<file path="src/rtl/row_transpose_buffer.sv">
// row_transpose_buffer
// Takes one stencil column per cycle and re-packs the columns into row-major
// words of FETCH_WIDTH pixels for the SRAM write port. Two banks let a new
// bank fill while the previous one drains.
//
// Ports
//   clk, rst_n          : clock (rising edge), async active-low reset
//   col_pixels/valid    : column input, element r lands in row r
//   col_ready           : current write bank is not full
//   row_data/valid      : row word of the drain bank, element c is column c
//   row_ready           : downstream accepts the presented row
//   row_index, row_last : row being presented, last row of its bank
//   wr_buf, rd_buf      : bank being filled / drained
module row_transpose_buffer #(
    parameter int WORD_WIDTH     = 16,
    parameter int FETCH_WIDTH    = 4,
    parameter int STENCIL_HEIGHT = 3
) (
    input  logic                                       clk,
    input  logic                                       rst_n,
    input  logic [STENCIL_HEIGHT-1:0][WORD_WIDTH-1:0]  col_pixels,
    input  logic                                       col_valid,
    output logic                                       col_ready,
    output logic [FETCH_WIDTH-1:0][WORD_WIDTH-1:0]     row_data,
    output logic                                       row_valid,
    input  logic                                       row_ready,
    output logic [$clog2(STENCIL_HEIGHT)-1:0]          row_index,
    output logic                                       row_last,
    output logic                                       wr_buf,
    output logic                                       rd_buf
);

    localparam int CW = $clog2(FETCH_WIDTH);
    localparam int RW = $clog2(STENCIL_HEIGHT);
    localparam logic [CW-1:0] COL_LAST = CW'(FETCH_WIDTH - 1);
    localparam logic [RW-1:0] ROW_LAST = RW'(STENCIL_HEIGHT - 1);

    logic [CW-1:0] col_cnt;
    logic [1:0]    full;
    logic [1:0]    full_nxt;
    logic          col_acc;
    logic          col_done;
    logic          row_acc;
    logic          row_done;

    // Data storage, intentionally not reset.
    logic [WORD_WIDTH-1:0] bank [2][STENCIL_HEIGHT][FETCH_WIDTH];

    assign col_ready = ~full[wr_buf];
    assign row_valid = full[rd_buf];
    assign row_last  = row_valid & (row_index == ROW_LAST);

    assign col_acc  = col_valid & col_ready;
    assign col_done = col_acc & (col_cnt == COL_LAST);
    assign row_acc  = row_valid & row_ready;
    assign row_done = row_acc & (row_index == ROW_LAST);

    // Set and clear always hit different banks (write bank is never full,
    // read bank always is), so applying both is safe.
    always_comb begin
        full_nxt = full;
        if (col_done) full_nxt[wr_buf] = 1'b1;
        if (row_done) full_nxt[rd_buf] = 1'b0;
    end

    always_ff @(posedge clk or negedge rst_n) begin
        if (!rst_n) begin
            col_cnt   <= '0;
            wr_buf    <= 1'b0;
            rd_buf    <= 1'b0;
            row_index <= '0;
            full      <= 2'b00;
        end else begin
            full <= full_nxt;
            if (col_acc) begin
                if (col_done) begin
                    col_cnt <= '0;
                    wr_buf  <= ~wr_buf;
                end else begin
                    col_cnt <= col_cnt + CW'(1);
                end
            end
            if (row_acc) begin
                if (row_done) begin
                    row_index <= '0;
                    rd_buf    <= ~rd_buf;
                end else begin
                    row_index <= row_index + RW'(1);
                end
            end
        end
    end

    always_ff @(posedge clk) begin
        if (col_acc) begin
            for (int r = 0; r < STENCIL_HEIGHT; r++) begin
                bank[wr_buf][r][col_cnt] <= col_pixels[r];
            end
        end
    end

    always_comb begin
        row_data = '0;
        if (row_valid) begin
            for (int c = 0; c < FETCH_WIDTH; c++) begin
                row_data[c] = bank[rd_buf][row_index][c];
            end
        end
    end

endmodule

</file>
<file path="config.mk">
export PLATFORM = sky130hd
export DESIGN_NAME = row_transpose_buffer
export DESIGN_NICKNAME = d
export VERILOG_FILES = /design/src/rtl/row_transpose_buffer.sv
export SDC_FILE = /design/constraint.sdc
export NUM_CORES = 1
export LEC_CHECK = 0
export ABC_AREA = 1
export BUFFER_PORTS_ARGS = -buffer_cell sky130_fd_sc_hd__buf_2
export CAP_MARGIN = 5
export CORE_MARGIN = 2
export CORE_UTILIZATION = 40
export DETAILED_ROUTE_END_ITERATION = 16
export GPL_TIMING_DRIVEN = 0
export MAX_ROUTING_LAYER = met4
export PLACE_DENSITY_LB_ADDON = 0.15
export SYNTH_ARGS = -nofsm -noshare
export SYNTH_HDL_FRONTEND = slang
export SYNTH_SLANG_ARGS = --single-unit
</file>
<file path="constraint.sdc">
create_clock -name clk -period 5.7 [get_ports clk]
set_input_delay 1.14 -clock clk [delete_from_list [all_inputs] [get_ports clk]]
set_output_delay 1.14 -clock clk [all_outputs]
set_load 0.005 [all_outputs]
</file>
==> results by group, run 1 <==
Run status
  – Status: complete, no violations

Detailed routing
  – WL final: approximately 50000 um
  – Via count: 11.5k
  – DRC: 0
  – Vias per inst: between 4 and 5
  – Iter 0 DRT Violations: 983
  – Post-route ant nets: 0
  – WL/cell: 21.6 um
  – First drt pass iteration count: 5

Placed design
  – Worst slack, placed: about 2.4 ns
  – Port bufs: about 120
  – HPWL after DPL: 36400 um
  – Area after DPL: 0.0184 sq mm
  – GP Congestion: approximately 0.82
  – Post-placement cell count: 2247

STA
  – Finish-stage setup viols: 0
  – Worst-margin pin slew: a little under 1 ns
  – Max-slew violations: 0
  – Setup Skew: 0.0136 ns
  – Final hold viol count: 0
  – Period minus WS final: just under 4 ns
  – Final worst-path cycle share: 68.8%
  – Unrepaired setup endpoints after global routing: no
  – Slew HR: 34.4%
  – PnR worst setup slack: roughly 1.8 ns
  – Fmax: between 200 and 300 MHz

Yosys
  – Netlist cell types: 19
  – Cells after synthesis: 1554
  – Sequential share of the synthesized area: between 70% and 80%
  – Seq cells post-synth: 392
  – Syn Area/Cell: 10.7 sq um
  – Ys Warns: 0
  – Mapped Area: between 0.015 and 0.02 sq mm
  – Syn_nets: 1610

Layout
  – Final core occ: 48.3%
  – Register Area: 0.0117 sq mm
  – Layout cells sized above 1: ~16%
  – Multi-input logic area: 0.00347 sq mm
  – Fill count: 3725
  – Most frequent cells in the layout: 396 x nand2_1, 384 x edfxtp_1, 272 x inv_1
  – Post-Layout Inst Area: roughly 0.020 sq mm
  – Final #Nets: about 1.8k
  – Final Non-Filler Cells: 2324
  – Area grow syn2layout: 19.1%
  – Commonest non-fill, non-tap cell in the layout: nand2_1

Critical path
  – Launch point of the worst path: row_index[0]
  – Setup slack, reg-to-reg: between 2 and 3 ns
  – Startpoint types: register
  – Peak fanout along the critical path: 10
  – Worst Path Arrival: 2.78 ns
  – Worst path required time: 4.56 ns
  – Setup CP Type: register to output port
  – CP endpoint kind: output port
  – Worst reg2reg startpoint: wr_buf

Clock network
  – Clock transition at path regs: 0.06 ns
  – Post-CTS setup buffer count: 0
  – Root Driver: clkbuf_16
  – Num CTS Buffers: 42
  – Quantity of hold-fixing buffers added after cts: 0
  – Clock sink total: 392
  – Resize count post-CTS: 0
  – CTS Buffer Depth: 3
  – Insertion delay to the later sink of the worst-skew pair: 0.54 ns
  – CTS H-Tree Depth: 2
  – CTS tree: done

Power
  – Max VDD drop: 0.242 mV
  – Pleak: around 8.5 nW
  – Internal power: around 0.006 W
  – Sw Share: 37.8%
  – NetSw: between 0.003 and 0.004 W
  – Clock share of power: 28.2%
  – Seq pwr share: 35.3%
  – Combinational Power Share: 36.5%
  – Pwr dens: 488 mW/mm^2

Die
  – Core ar.: 0.0409 sq mm
  – Die X: between 200 and 250 um
  – Die footprint: 0.0432 sq mm
  – Initial Util: 40.6%
  – Num rows: 74
  – Die height: ~210 um
  – I/O Pins: 123

Min path
  – Hold Crit Class: input pin to asynchronous set/reset pin

Global routing
  – Largest net degree at the start of global routing: 22
  – Vias in the first global route: 10.9k
  – GRT overflow: 0
  – Antenna violations before repair: 1
  – Tot GR Track Use: between 20% and 30%
  – Global-route wire length before repair: 71600 um

Flow run
  – Max cap viols: 0
-- flip-flops by register name, indices dropped and copies added (netlist names) --
signal	flops
bank	384
col_cnt	2
full	2
rd_buf	1
row_index	2
wr_buf	1
-- through the flow --
stage	total power (W)	TNS [ns]	hold WS, ns
final	0.00965	0	0.448
after global routing	0.0101	0	0.446
after CTS	0.00971	0	0.438
after detailed placement	0.00700	0	0.594
after global placement	0.00693	-934.04	0.584
after floorplan	0.00531	0	0.544
-- layer usage --
layer  vias up  part of all wire [%]  GRT usage (%)
li1       5440                     -              -
met1      5580                    43           31.8
met2       446                    47           38.0
met3        79                   6.8           3.10
met4         0                   3.1           7.24
met5         -                     0              -
-- synthesized netlist by cell type, drive strengths merged --
cell	count	share of area [%]
a21oi	65	2.0
buf	57	2.0
clkbuf	22	0.50
dfrtp	8	1.2
edfxtp	384	69
ha	4	0.30
inv	273	6.2
nand2	396	9.0
nand3	131	3.9
nor2	134	3.0
nor3	6	0.18
o21ai	71	2.1
o31ai	2	0.090
xor2	1	0.053
-- cell families (layout without fill, tap and decap cells) --
family                   after synthesis  in the layout  synth area share [%]
other                                  0              1                     0
buffers and inverters                352            589                  8.68
XOR/XNOR                               1              1                0.0528
AND/OR/NAND/NOR                      667            667                  16.1
adder cells (fa/ha/maj)                4              4                 0.301
flip-flops                           392            392                  70.7
AO/OA/AOI/OAI                        138            138                  4.19
-- path summary, 6_finish.rpt --
path / endpoint / cells past startpoint
worst max-delay path: row_data[34] / 8
min in group clk: full[1] / 4
worst min register to register: full[1] / 4
max in group asynchronous: row_index[0] / 1
worst max register to register: bank[1][112] / 7
worst min-delay path: rd_buf / 1
-- power by group through the flow --
| stage | clock network [W] | registers (W) | logic [W] |
|---|---|---|---|
| 2_1_floorplan | 0 | 0.00347 | 0.00184 |
| 3_3_place_gp | 0 | 0.00350 | 0.00343 |
| 3_5_place_dp | 0 | 0.00347 | 0.00353 |
| 4_1_cts | 0.00276 | 0.00341 | 0.00355 |
| 5_1_grt | 0.00286 | 0.00342 | 0.00384 |
| 6_report | 0.00272 | 0.00341 | 0.00353 |
-- critical path, cell delays in order, from the launching register on --
cell      delay, ns
dfrtp_1        0.45
inv_1          0.13
buf_2          0.28
clkbuf_1       0.58
nand3_1        0.14
nand2_1        0.10
nand2_1        0.05
a21oi_1        0.33
buf_2          0.19
-- final cells by class --
class / instances / area share (%)
sequential: 392 / 59.3
multi-input combinational: 810 / 17.6
timing repair buffer: 161 / 5.51
tap: 532 / 3.37
clock inverter: 25 / 1.11
inverter: 273 / 5.18
buffer: 79 / 2.11
clock buffer: 51 / 5.81
antenna: 1 / 0.0127
No activity file was read; power rests on OpenSTA's default activity.
==> run 2: changes to the inputs <==
==> constraint.sdc (replaced) <==
create_clock -name clk -period 3.6 [get_ports clk]
set_input_delay 0.72 -clock clk [delete_from_list [all_inputs] [get_ports clk]]
set_output_delay 0.72 -clock clk [all_outputs]
set_load 0.005 [all_outputs]
==> run 2 against run 1 <==
Against the previous run: final cell count is the same; routed wire length about the same; via count is essentially flat; global-route usage stayed put; worst setup slack lost 1.6 ns; power is 58% higher; core utilization barely moved; register-to-register slack lost 2.1 ns; clock power is 58% higher; sequential share of layout area about the same; die area did not move; clock skew down 0.00074 ns; critical path type unchanged; highest routed layer unchanged.
==> results by group, run 2 (synthesis gave the netlist of run 1 again) <==
Run status
  – Status: complete, no violations

Global routing
  – Tot GR Track Use: 23.7% (unchanged)
  – Vias in the first global route: 10.9k (unchanged)
  – Largest net degree at the start of global routing: 22 (unchanged)
  – Global-route wire length before repair: 71600 um (unchanged)
  – GRT overflow: 0 (unchanged)
  – Antenna violations before repair: 1 (unchanged)

Min path
  – Hold Crit Class: input pin to asynchronous set/reset pin

STA
  – Fmax: 292 MHz
  – Finish-stage setup viols: 0 (unchanged)
  – Setup Skew: 0.0129 ns (-0.000737 ns)
  – Max-slew violations: 0 (unchanged)
  – Final hold viol count: 0 (unchanged)
  – Period minus WS final: 3.42 ns
  – Unrepaired setup endpoints after global routing: no
  – Final worst-path cycle share: 95.1%
  – Final setup TNS: 0 ns (unchanged)
  – Worst-margin pin slew: 0.990 ns (+0.0111 ns)
  – PnR worst setup slack: 0.177 ns (-1.60 ns)
  – Slew HR: 34.0% (-0.38 points)

Layout
  – Largest Register: bank
  – Final #Nets: 1815 (unchanged)
  – Final Non-Filler Cells: 2324 (unchanged)
  – Max reg flops: 384 (unchanged)
  – Commonest non-fill, non-tap cell in the layout: nand2_1
  – Most frequent cells in the layout: 396 x nand2_1, 384 x edfxtp_1, 272 x inv_1
  – Area grow syn2layout: 19.1% (about the same)
  – Layout cells sized above 1: 15.6% (+0.056 points)

Die
  – Die X: 208 um (unchanged)
  – I/O Pins: 123 (unchanged)
  – Die height: 208 um (unchanged)
  – Core ar.: 0.0409 sq mm (unchanged)
  – Num rows: 74 (unchanged)
  – Die footprint: 0.0432 sq mm (unchanged)
  – Initial Util: 40.6% (unchanged)

Critical path
  – CP endpoint kind: output port
  – Most used cell, CP: nand2_1
  – Worst-path cell chain: clkbuf_1 -> nand3_1 -> nand2_1 -> nand2_1 -> a21oi_1 -> buf_2
  – Worst path required time: 2.88 ns (-1.68 ns)
  – End of the worst register-to-register path: bank[1][112]
  – Slowest CP cell: clkbuf_1
  – Launch point of the worst path: row_index[0]
  – Startpoint types: register
  – Setup slack, reg-to-reg: 0.82 ns (-2.10 ns)
  – Max incr delay on CP: 0.77 ns (+0.19 ns)
  – Worst Path Arrival: 2.70 ns (-0.08 ns)
  – Worst reg2reg startpoint: wr_buf
  – Peak fanout along the critical path: 10 (unchanged)
  – R2R depth: 7 (unchanged)
  – Setup CP Type: register to output port

Detailed routing
  – DRC: 0 (unchanged)
  – Post-route ant nets: 0 (unchanged)
  – WL final: 50100 um (about the same)
  – Iter 0 DRT Violations: 997 (+1.4%)
  – First drt pass iteration count: 5 (unchanged)
  – WL/cell: 21.6 um (about the same)
  – Vias per inst: 4.97 (about the same)
  – Via count: 11.5k (+0.0087%)

Placed design
  – GP Congestion: 0.817 (unchanged)
  – HPWL after DPL: 36400 um (unchanged)
  – Port bufs: 122 (unchanged)
  – Post-placement cell count: 2247 (unchanged)
  – Worst slack, placed: 0.737 ns (-1.68 ns)

Clock network
  – CTS tree: done
  – Root Driver: clkbuf_16
  – Clock transition at path regs: 0.06 ns (about the same)
  – Insertion delay to the later sink of the worst-skew pair: 0.54 ns (about the same)
  – CTS H-Tree Depth: 2 (unchanged)
  – Num CTS Buffers: 42 (unchanged)
  – Quantity of hold-fixing buffers added after cts: 0 (unchanged)
  – Resize count post-CTS: 0 (unchanged)
  – Clock sink total: 392 (unchanged)
  – Post-CTS setup buffer count: 0 (unchanged)
  – CTS Buffer Depth: 3 (unchanged)

Flow run
  – Max cap viols: 0 (unchanged)

Power
  – Max VDD drop: 0.383 mV (+58%)
  – Pleak: 8.52 nW (about the same)
  – Post-layout power: 0.0153 W (+58%)
  – Pwr dens: 773 mW/mm^2 (+58%)
[run 2: cell types whose count changed in the layout (fill, tap and decap cells not counted)]
cell	change
clkbuf_1	-1
clkbuf_2	+1
[run 2: worst max-delay path, delay by kind of cell, from the launching register on]
family          cells  cell delay (ns)
flops               1             0.45
compound gates      1             0.27
simple gates        3             0.48
buf+inv             2             0.95
[run 2: metal layers]
metal / vias up / track usage, % / share of wire [%]
li1: 5439 / - / -
met1: 5593 / 31.8 / 43
met2: 434 / 38.0 / 47
met3: 80 / 3.10 / 6.8
met4: 0 / 7.24 / 3.1
met5: - / - / 0
[run 2: worst max path at each step]
stage	endpoint	slack (ns)	cells past startpoint
detailed placement	row_data[36]	0.74	8
global route	row_data[12]	0.002	8
CTS	row_data[36]	0.15	8
global placement	bank[1][107]	-4.97	3
floorplan	bank[0][112]	-1.18	4
finish	row_data[16]	0.18	6
[run 2: where the power goes]
part	internal [W]	switching [W]
Sequential	0.00531	0.0000802
Clock	0.00255	0.00176
Combinational	0.00165	0.00393
Total	0.00952	0.00577
[run 2: cell type report]
class                           count  area (sq um)
Antenna cell                        1          2.50
Buffer                             79           418
Clock buffer                       51          1150
Clock inverter                     25           219
Fill cell                        3729         21200
Inverter                          273          1020
Multi-Input combinational cell    810          3470
Sequential cell                   392         11700
Tap cell                          532           666
Timing Repair Buffer              161          1090
[run 2: metrics by stage]
stage | util, % | instance area (sq um) | hold WS [ns]
final | 48.3 | 19800 | 0.0291
after global routing | 48.3 | 19800 | 0.0263
after CTS | 48.3 | 19800 | 0.0183
after detailed placement | 45.0 | 18400 | 0.594
after global placement | 43.7 | 17900 | 0.584
after floorplan | - | 16600 | 0.424
